$ cat src/rtl/spi_cmd_pkg.sv
// spi_cmd_pkg
// Shared definitions for the SPI command decoder: opcodes, reply tags,
// register address width and the decoder FSM state type.
package spi_cmd_pkg;

    localparam int unsigned ADDR_W = 4;

    localparam logic [7:0] OP_NOP    = 8'h00;
    localparam logic [7:0] OP_WRITE  = 8'h10;
    localparam logic [7:0] OP_READ   = 8'h20;
    localparam logic [7:0] OP_STATUS = 8'hFE;
    localparam logic [7:0] OP_ERRCLR = 8'hFD;

    localparam logic [7:0] ACK = 8'hA5;
    localparam logic [7:0] ERR = 8'hEE;

    typedef enum logic [0:0] {
        ST_IDLE  = 1'b0,
        ST_WDATA = 1'b1
    } cmd_state_t;

endpackage

$ cat src/rtl/spi_cmd_regfile.sv
// spi_cmd_regfile
// NUM_REGS x 64-bit configuration register bank with a single write port.
// Ports:
//   clk, resetn     clock, synchronous active-low reset
//   i_we            write enable
//   i_waddr         write address
//   i_wdata         write data
//   o_regs_flat     all registers, reg i at [64*i+63:64*i]
//   o_wr_strobe     one-cycle pulse on bit i, coincident with reg i update
module spi_cmd_regfile
    import spi_cmd_pkg::*;
#(
    parameter int NUM_REGS = 8
) (
    input  logic                     clk,
    input  logic                     resetn,
    input  logic                     i_we,
    input  logic [ADDR_W-1:0]        i_waddr,
    input  logic [63:0]              i_wdata,
    output logic [64*NUM_REGS-1:0]   o_regs_flat,
    output logic [NUM_REGS-1:0]      o_wr_strobe
);

    logic [63:0]         r_regs [NUM_REGS];
    logic [NUM_REGS-1:0] r_wr_strobe;

    always_ff @(posedge clk) begin
        if (!resetn) begin
            for (int unsigned i = 0; i < NUM_REGS; i++) begin
                r_regs[i] <= '0;
            end
            r_wr_strobe <= '0;
        end else begin
            r_wr_strobe <= '0;
            for (int unsigned i = 0; i < NUM_REGS; i++) begin
                if (i_we && (i_waddr == ADDR_W'(i))) begin
                    r_regs[i]      <= i_wdata;
                    r_wr_strobe[i] <= 1'b1;
                end
            end
        end
    end

    always_comb begin
        o_regs_flat = '0;
        for (int unsigned i = 0; i < NUM_REGS; i++) begin
            o_regs_flat[64*i +: 64] = r_regs[i];
        end
    end

    assign o_wr_strobe = r_wr_strobe;

endmodule

$ cat src/rtl/spi_cmd_decoder.sv
// spi_cmd_decoder
// Decodes 64-bit SPI words into register writes/reads and status replies.
// Optional feature macro: SPI_CMD_ERRCNT_EN (8-bit saturating error counter,
// reported in STATUS[23:16], cleared by opcode 8'hFD).
// Ports:
//   clk, resetn          clock, synchronous active-low reset
//   cs_n                 raw SPI chip select (async, active low)
//   word_received        high while the current 64-bit word is complete
//   word_data_received   received word
//   word_send_data       reply word for the next transfer
//   regs_flat            register bank, reg i at [64*i+63:64*i]
//   wr_strobe            one-cycle pulse per written register
//   cmd_error            one-cycle pulse on bad opcode/address
module spi_cmd_decoder
    import spi_cmd_pkg::*;
#(
    parameter int          NUM_REGS = 8,
    parameter logic [15:0] VERSION  = 16'h0001
) (
    input  logic                     clk,
    input  logic                     resetn,
    input  logic                     cs_n,
    input  logic                     word_received,
    input  logic [63:0]              word_data_received,
    output logic [63:0]              word_send_data,
    output logic [64*NUM_REGS-1:0]   regs_flat,
    output logic [NUM_REGS-1:0]      wr_strobe,
    output logic                     cmd_error
);

    cmd_state_t        r_state;
    logic [1:0]        r_cs_sync;
    logic              r_word_received_d;
    logic [ADDR_W-1:0] r_waddr;
    logic [63:0]       r_send_data;
    logic              r_cmd_error;
    logic [7:0]        w_errcnt;

    logic              w_cs_active;
    logic              w_event;
    logic [7:0]        w_op;
    logic [ADDR_W-1:0] w_addr;
    logic              w_addr_ok;
    logic              w_we;
    logic [63:0]       w_rd_data;

    assign w_cs_active = ~r_cs_sync[1];
    assign w_event     = word_received & ~r_word_received_d & w_cs_active;
    assign w_op        = word_data_received[63:56];
    assign w_addr      = word_data_received[51:48];
    assign w_addr_ok   = int'(w_addr) < NUM_REGS;
    // The regfile is written on the same edge the FSM leaves WDATA so the
    // register, strobe and reply all change together.
    assign w_we        = w_event && (r_state == ST_WDATA);

    always_comb begin
        w_rd_data = '0;
        for (int unsigned i = 0; i < NUM_REGS; i++) begin
            if (w_addr == ADDR_W'(i)) begin
                w_rd_data = regs_flat[64*i +: 64];
            end
        end
    end

`ifdef SPI_CMD_ERRCNT_EN
    logic [7:0] r_errcnt;
    assign w_errcnt = r_errcnt;
`else
    assign w_errcnt = 8'h00;
`endif

    always_ff @(posedge clk) begin
        if (!resetn) begin
            r_state           <= ST_IDLE;
            r_cs_sync         <= 2'b11;
            r_word_received_d <= 1'b0;
            r_waddr           <= '0;
            r_send_data       <= '0;
            r_cmd_error       <= 1'b0;
`ifdef SPI_CMD_ERRCNT_EN
            r_errcnt          <= '0;
`endif
        end else begin
            r_cs_sync         <= {r_cs_sync[0], cs_n};
            r_word_received_d <= word_received;
            r_cmd_error       <= 1'b0;

            if (!w_cs_active) begin
                r_state <= ST_IDLE;
            end else if (w_event) begin
                case (r_state)
                    ST_WDATA: begin
                        r_send_data <= {ACK, OP_WRITE, 44'h0, r_waddr};
                        r_state     <= ST_IDLE;
                    end
                    default: begin
                        case (w_op)
                            OP_NOP: ;
                            OP_WRITE: begin
                                if (w_addr_ok) begin
                                    r_waddr <= w_addr;
                                    r_state <= ST_WDATA;
                                end else begin
                                    r_cmd_error <= 1'b1;
                                    r_send_data <= {ERR, w_op, 48'h0};
`ifdef SPI_CMD_ERRCNT_EN
                                    if (r_errcnt != 8'hFF) r_errcnt <= r_errcnt + 8'd1;
`endif
                                end
                            end
                            OP_READ: begin
                                if (w_addr_ok) begin
                                    r_send_data <= w_rd_data;
                                end else begin
                                    r_cmd_error <= 1'b1;
                                    r_send_data <= {ERR, w_op, 48'h0};
`ifdef SPI_CMD_ERRCNT_EN
                                    if (r_errcnt != 8'hFF) r_errcnt <= r_errcnt + 8'd1;
`endif
                                end
                            end
                            OP_STATUS: begin
                                r_send_data <= {OP_STATUS, 8'h00, VERSION, 8'(NUM_REGS), w_errcnt, 16'h0};
                            end
`ifdef SPI_CMD_ERRCNT_EN
                            OP_ERRCLR: begin
                                r_errcnt    <= '0;
                                r_send_data <= {ACK, OP_ERRCLR, 48'h0};
                            end
`endif
                            default: begin
                                r_cmd_error <= 1'b1;
                                r_send_data <= {ERR, w_op, 48'h0};
`ifdef SPI_CMD_ERRCNT_EN
                                if (r_errcnt != 8'hFF) r_errcnt <= r_errcnt + 8'd1;
`endif
                            end
                        endcase
                    end
                endcase
            end
        end
    end

    spi_cmd_regfile #(
        .NUM_REGS (NUM_REGS)
    ) u_regfile (
        .clk         (clk),
        .resetn      (resetn),
        .i_we        (w_we),
        .i_waddr     (r_waddr),
        .i_wdata     (word_data_received),
        .o_regs_flat (regs_flat),
        .o_wr_strobe (wr_strobe)
    );

    assign word_send_data = r_send_data;
    assign cmd_error      = r_cmd_error;

endmodule

$ cat config.mk
export PLATFORM = sky130hd
export DESIGN_NAME = spi_cmd_decoder
export DESIGN_NICKNAME = d
export VERILOG_FILES = /design/src/rtl/spi_cmd_pkg.sv /design/src/rtl/spi_cmd_regfile.sv /design/src/rtl/spi_cmd_decoder.sv
export SDC_FILE = /design/constraint.sdc
export NUM_CORES = 1
export LEC_CHECK = 0
export ABC_AREA = 1
export ABC_CLOCK_PERIOD_IN_PS = 9000
export BUFFER_PORTS_ARGS = -buffer_cell sky130_fd_sc_hd__buf_2
export CELL_PAD_IN_SITES_DETAIL_PLACEMENT = 0
export CELL_PAD_IN_SITES_GLOBAL_PLACEMENT = 2
export CORE_MARGIN = 2
export CORE_UTILIZATION = 35
export CTS_CLUSTER_DIAMETER = 80
export DETAILED_ROUTE_END_ITERATION = 7
export PLACE_DENSITY = 0.91
export SYNTH_ARGS = -nofsm -noshare
export SYNTH_HDL_FRONTEND = slang
export SYNTH_SLANG_ARGS = --single-unit
export TNS_END_PERCENT = 20
$ cat constraint.sdc
create_clock -name clk -period 9 [get_ports clk]
set_input_delay 2.7 -clock clk [delete_from_list [all_inputs] [get_ports clk]]
set_output_delay 2.7 -clock clk [all_outputs]
set_load 0.01 [all_outputs]
Word level (Yosys, flattened, before mapping)
Memories as Yosys holds them, arrays and structs flattened.
Cells that the tools add are included.
{ "classes": {"addsub": 0, "n_mul": 0, "div": 0, "n_lt_le_gt_ge": 1, "eq_ne": 19, "n_shift": 0, "n_mux": 50, "n_bitwise": 15, "n_reduce_logical": 18} }
{ "op_table": {"columns": ["operator", "count"], "rows": [
  ["$mux W64", 19],
  ["$pmux W64 S4", 1],
  ["$eq A4 B3 Y1 const B", 8],
  ["$mux W1", 29],
  ["$eq A4 B2 Y1 const B", 4],
  ["$logic_and A1 B1 Y1", 9],
  ["$eq A4 B1 Y1 const B", 2],
  ["$eq A8 B5 Y1 const B", 1],
  ["$eq A8 B6 Y1 const B", 1],
  ["$eq A8 B8 Y1 const B", 1],
  ["$logic_not A4 Y1", 2],
  ["$logic_not A8 Y1", 1],
  ["$or A1 B1 Y1", 8],
  ["$reduce_or A2 Y1", 3],
  ["$not A1 Y1", 5],
  ["$reduce_and A5 Y1", 1],
  ["$lt A4 B4 Y1 const B", 1],
  ["$reduce_and A4 Y1", 1],
  ["$reduce_or A4 Y1", 1],
  ["$ne A3 B3 Y1 const B", 1],
  ["$and A1 B1 Y1", 2],
  ["$ne A2 B2 Y1 const B", 1],
  ["$pmux W1 S2", 1]
]} }
{ "totals": {"register_bits": 81, "latch_bits": 0, "ram_bits": 512, "romBits": 0, "in_bits": 68, "out_inout_bits": 585, "elab_cells": 111, "memories": 1} }
{ "memory_table": {"columns": ["memory", "words", "width", "rd", "rd_clocked_by_memory_dff", "write_ports", "line", "rtl"], "rows": [
  ["u_regfile.r_regs", 8, 64, 8, 0, 8, "spi_cmd_regfile.sv:24", "logic [63:0] r_regs [NUM_REGS];"]
]} }

Depth between registers and ports, before layout
{ "logic_depth": {"ltp_word": 12, "depth_mapped": 14, "depth_no_buf": 13} }

Cells and area by module
Synthesis repeated with hierarchy kept, for this count alone.
{ "unflattened": {"hier_cells": 2332, "hier_area_um2": 24888.9} }
{ "modules_own_cells": {"columns": ["module", "n_inst", "cells_each", "area_per_inst_um2", "seq_area_each_um2"], "rows": [
  ["spi_cmd_regfile", 1, 1125, 18046.1, 15534.9],
  ["spi_cmd_decoder", 1, 1207, 6842.8, 1461.4]
]} }

Least setup slack after synthesis
OpenSTA, ideal clock, no wires.
{ "synth_path": {"path_kind": "input to register", "from": "input port word_received", "to": "memory u_regfile.r_regs[0][0], enable pin", "setup_ns": 0.424, "t_arrival_ns": 5.106, "required_ns": 8.576, "path_slack_ns": 3.470, "cell_stages": 8, "n_path_buf": 2, "cell_sequence": "inv_1 nor3_2 inv_2 nor2_2 nand4_1 buf_2 buf_1 nand2_1"} }
{ "synth_lines": {"columns": ["item", "line", "rtl"], "rows": [
  ["start: declaration", "spi_cmd_decoder.sv:23", "input logic word_received,"],
  ["end: declaration", "spi_cmd_regfile.sv:24", null]
]} }

==> run metrics <==
run status complete, no violations; clk_lat worst skew around 600 ps; syn_nets roughly 2300; WL/cell 26.96 um; most frequent cell after synthesis edfxtp_1; PostCTS Resize Cnt 0; Hold Path Sink r_cs_sync[1]; Commonest cells post-synth edfxtp_1 (512), nand2_1 (511), nor2_1 (452); pin count of the biggest net entering global routing 67; critical path fanouts, max 66; Setup Fix Bufs, Post-CTS 0; Synth cell types 29; R2R depth 6; hold path depth 1; hpwl dp 67690 um; main flop type after synthesis edfxtp_1; Hold/Removal Path Class flip-flop to flip-flop; final hold vios 0; Final period util a little under three fifths; synthesized flop and latch total a little under 600; leakage power ~13 nW; Buf/Inv on CP 5; Synth area leader edfxtp_1; CTS clk-pin slew, worst paths 60 ps; Iteration-0 DRC Markers approximately 2300; critical path endpoint category flip-flop; Fill cells 6580; CP required 9020 ps; Max Cap Violations 0; Synth top area share 63.42%; I/O pin total about 650; port bufs approximately 650; # rows 96; CP arrival 5120 ps; DRC Markers 0; Mean Syn Cell Area ~11 um^2; RSZ-0062 raised after global routing no; Syn Inst Count about 2300; WHS 437.1 ps; die area 71390 um^2; share of cells above drive strength 1 29.45%; critical path's top delay family buffers and inverters; DIE HEIGHT 267.2 um; initial core utilization approximately 35%; Routed WL between 100000 and 150000 um; sequential fraction of the synthesis area between 70% and 80%; gr ovfl total 0; global-route wire length before repair about 140000 um; CTS sink count around 590; Finished Layout Cells ~3900; RD Place Congestion between 0.9 and 1; Via density ~5.3; hold_sp r_cs_sync[0]; R2R Path Start r_cs_sync[1]; chip width between 200 and 300 um; Longest Clk Path Bufs 3; TNS Setup 0 ps; synthesized area between 20000 and 25000 um^2; maximum VDD drop 0.1221 mV; TritonCTS clock tree done; Slew Viols, Final 0; Post-synth ARST share 0%; Final Util roughly 44%; Routed Antenna Nets 0; GRT Total Usage between 20 and 30%; fmax between 0.15 and 0.2 GHz; critical path's slowest cell nand2_4; number of synthesized flops with an enable pin slightly above 500; Core Area just under 70000 um^2; initial antenna violation count 6; H-tree depth 3; Ys Warns 0; placed instance count around 3800; total power roughly 0.0063 W; RR Endpoint u_regfile.r_regs[0][213]; Area Growth Syn to Fin 25.89%; cts bufs inserted approximately 70; CP peak stage delay a little under 1000 ps; relative slew slack between 10 and 15%; Worst R2R Setup Slack 5810 ps; final period demand of the worst path just over 5000 ps; router iterations before antenna repair 6; worst-path cell chain buf_2, inv_1, nor3_2, inv_2, nor4_1, clkinv_2, buf_4, nand2_4; Final Net Count about 3000; Power Density about 210 nW/um^2; Layout Skew 24.22 ps; number of global-route vias before repair between 20000 and 25000; Setup Viol. Count Final 0; via count 20740; hold bufs inserted after CTS 0; CTS root buf clkbuf_16; Worst setup SP type input pin; Worst Tran Pin Value 1283 ps; ranking of synthesized cells by area edfxtp_1 (63%), nand2_1 (7.9%), nor2_1 (7.0%); crit path kind input pin to flip-flop
==> logic make-up after synthesis <==
group,count (synthesis),synth area share (%)
buf+inv,243,4.315
simple gates,1229,21.25
compound gates,207,4.325
flops,593,70.11
==> flip-flops by register name (all words and copies together) (netlist names) <==
signal                 cells
r_word_received_d          1
word_send_data            64
r_state                    1
cmd_error                  1
u_regfile.r_regs         512
r_cs_sync                  2
u_regfile.o_wr_strobe      8
r_waddr                    4
==> metal layers <==
metal | vias up | share of wire [%] | track usage [%]
met4 | 0 | 5.3 | 14.41
met3 | 266 | 9.5 | 6.114
met5 | - | 0 | 0
li1 | 8960 | - | -
met2 | 1285 | 48 | 46.04
met1 | 10220 | 38 | 35.51
==> cell usage in the layout (no fill, tap or decap), types with 2 or more instances in the layout <==
cell type	count
nand2_4	8
clkbuf_16	68
nor2_2	6
nand3_1	123
clkinv_1	6
clkbuf_8	2
clkinv_4	2
nand4_1	67
buf_2	651
bufinv_16	5
clkbuf_1	19
nor2_4	4
inv_1	98
clkinv_2	18
nand2_1	503
edfxtp_1	512
inv_2	13
inv_6	6
dfxtp_1	81
or2_2	44
nor3_2	2
nand2_2	4
nor4_1	4
a221oi_1	2
or2_0	6
nor2_1	452
diode_2	5
o22ai_1	4
o21ai_0	17
o21ai_1	3
nor3_1	4
buf_4	31
a21oi_1	181
==> metrics by stage <==
stage / worst slack (ps) / cell area, um^2
2_1_floorplan: 3470 / 24240
3_3_place_gp: 3357 / 28360
3_5_place_dp: 3334 / 28360
4_1_cts: 3963 / 30510
5_1_grt: 3788 / 30520
6_report: 3892 / 30520
==> worst max path at each step <==
stage,startpoint,endpoint,slack [ps],cells after the start
floorplan,word_received,u_regfile.r_regs[0][0],3470,8
CTS,word_received,u_regfile.r_regs[0][216],3960,8
global placement,word_received,u_regfile.r_regs[0][218],3360,8
detailed placement,word_received,u_regfile.r_regs[0][210],3330,8
finish,word_received,u_regfile.r_regs[0][213],3890,8
global route,word_data_received[48],word_send_data[60],3790,11
==> area by class of cell <==
type	instances	area (um^2)	area share (%)
antenna	5	12.51	0.04100
clock buffer	89	1800	5.899
clock inverter	35	344.1	1.127
inverter	116	440.4	1.443
multi-input combinational	1436	6270	20.54
sequential	593	17000	55.69
tap	931	1165	3.817
timing repair buffer	682	3491	11.44
==> report_power, final <==
part           internal, W  switching (W)  leakage, nW
clock              0.00157        0.00115         1.06
sequential         0.00309      0.0000676         5.92
combinational     0.000113       0.000320         5.98
Power figures use the tool's default switching activity.
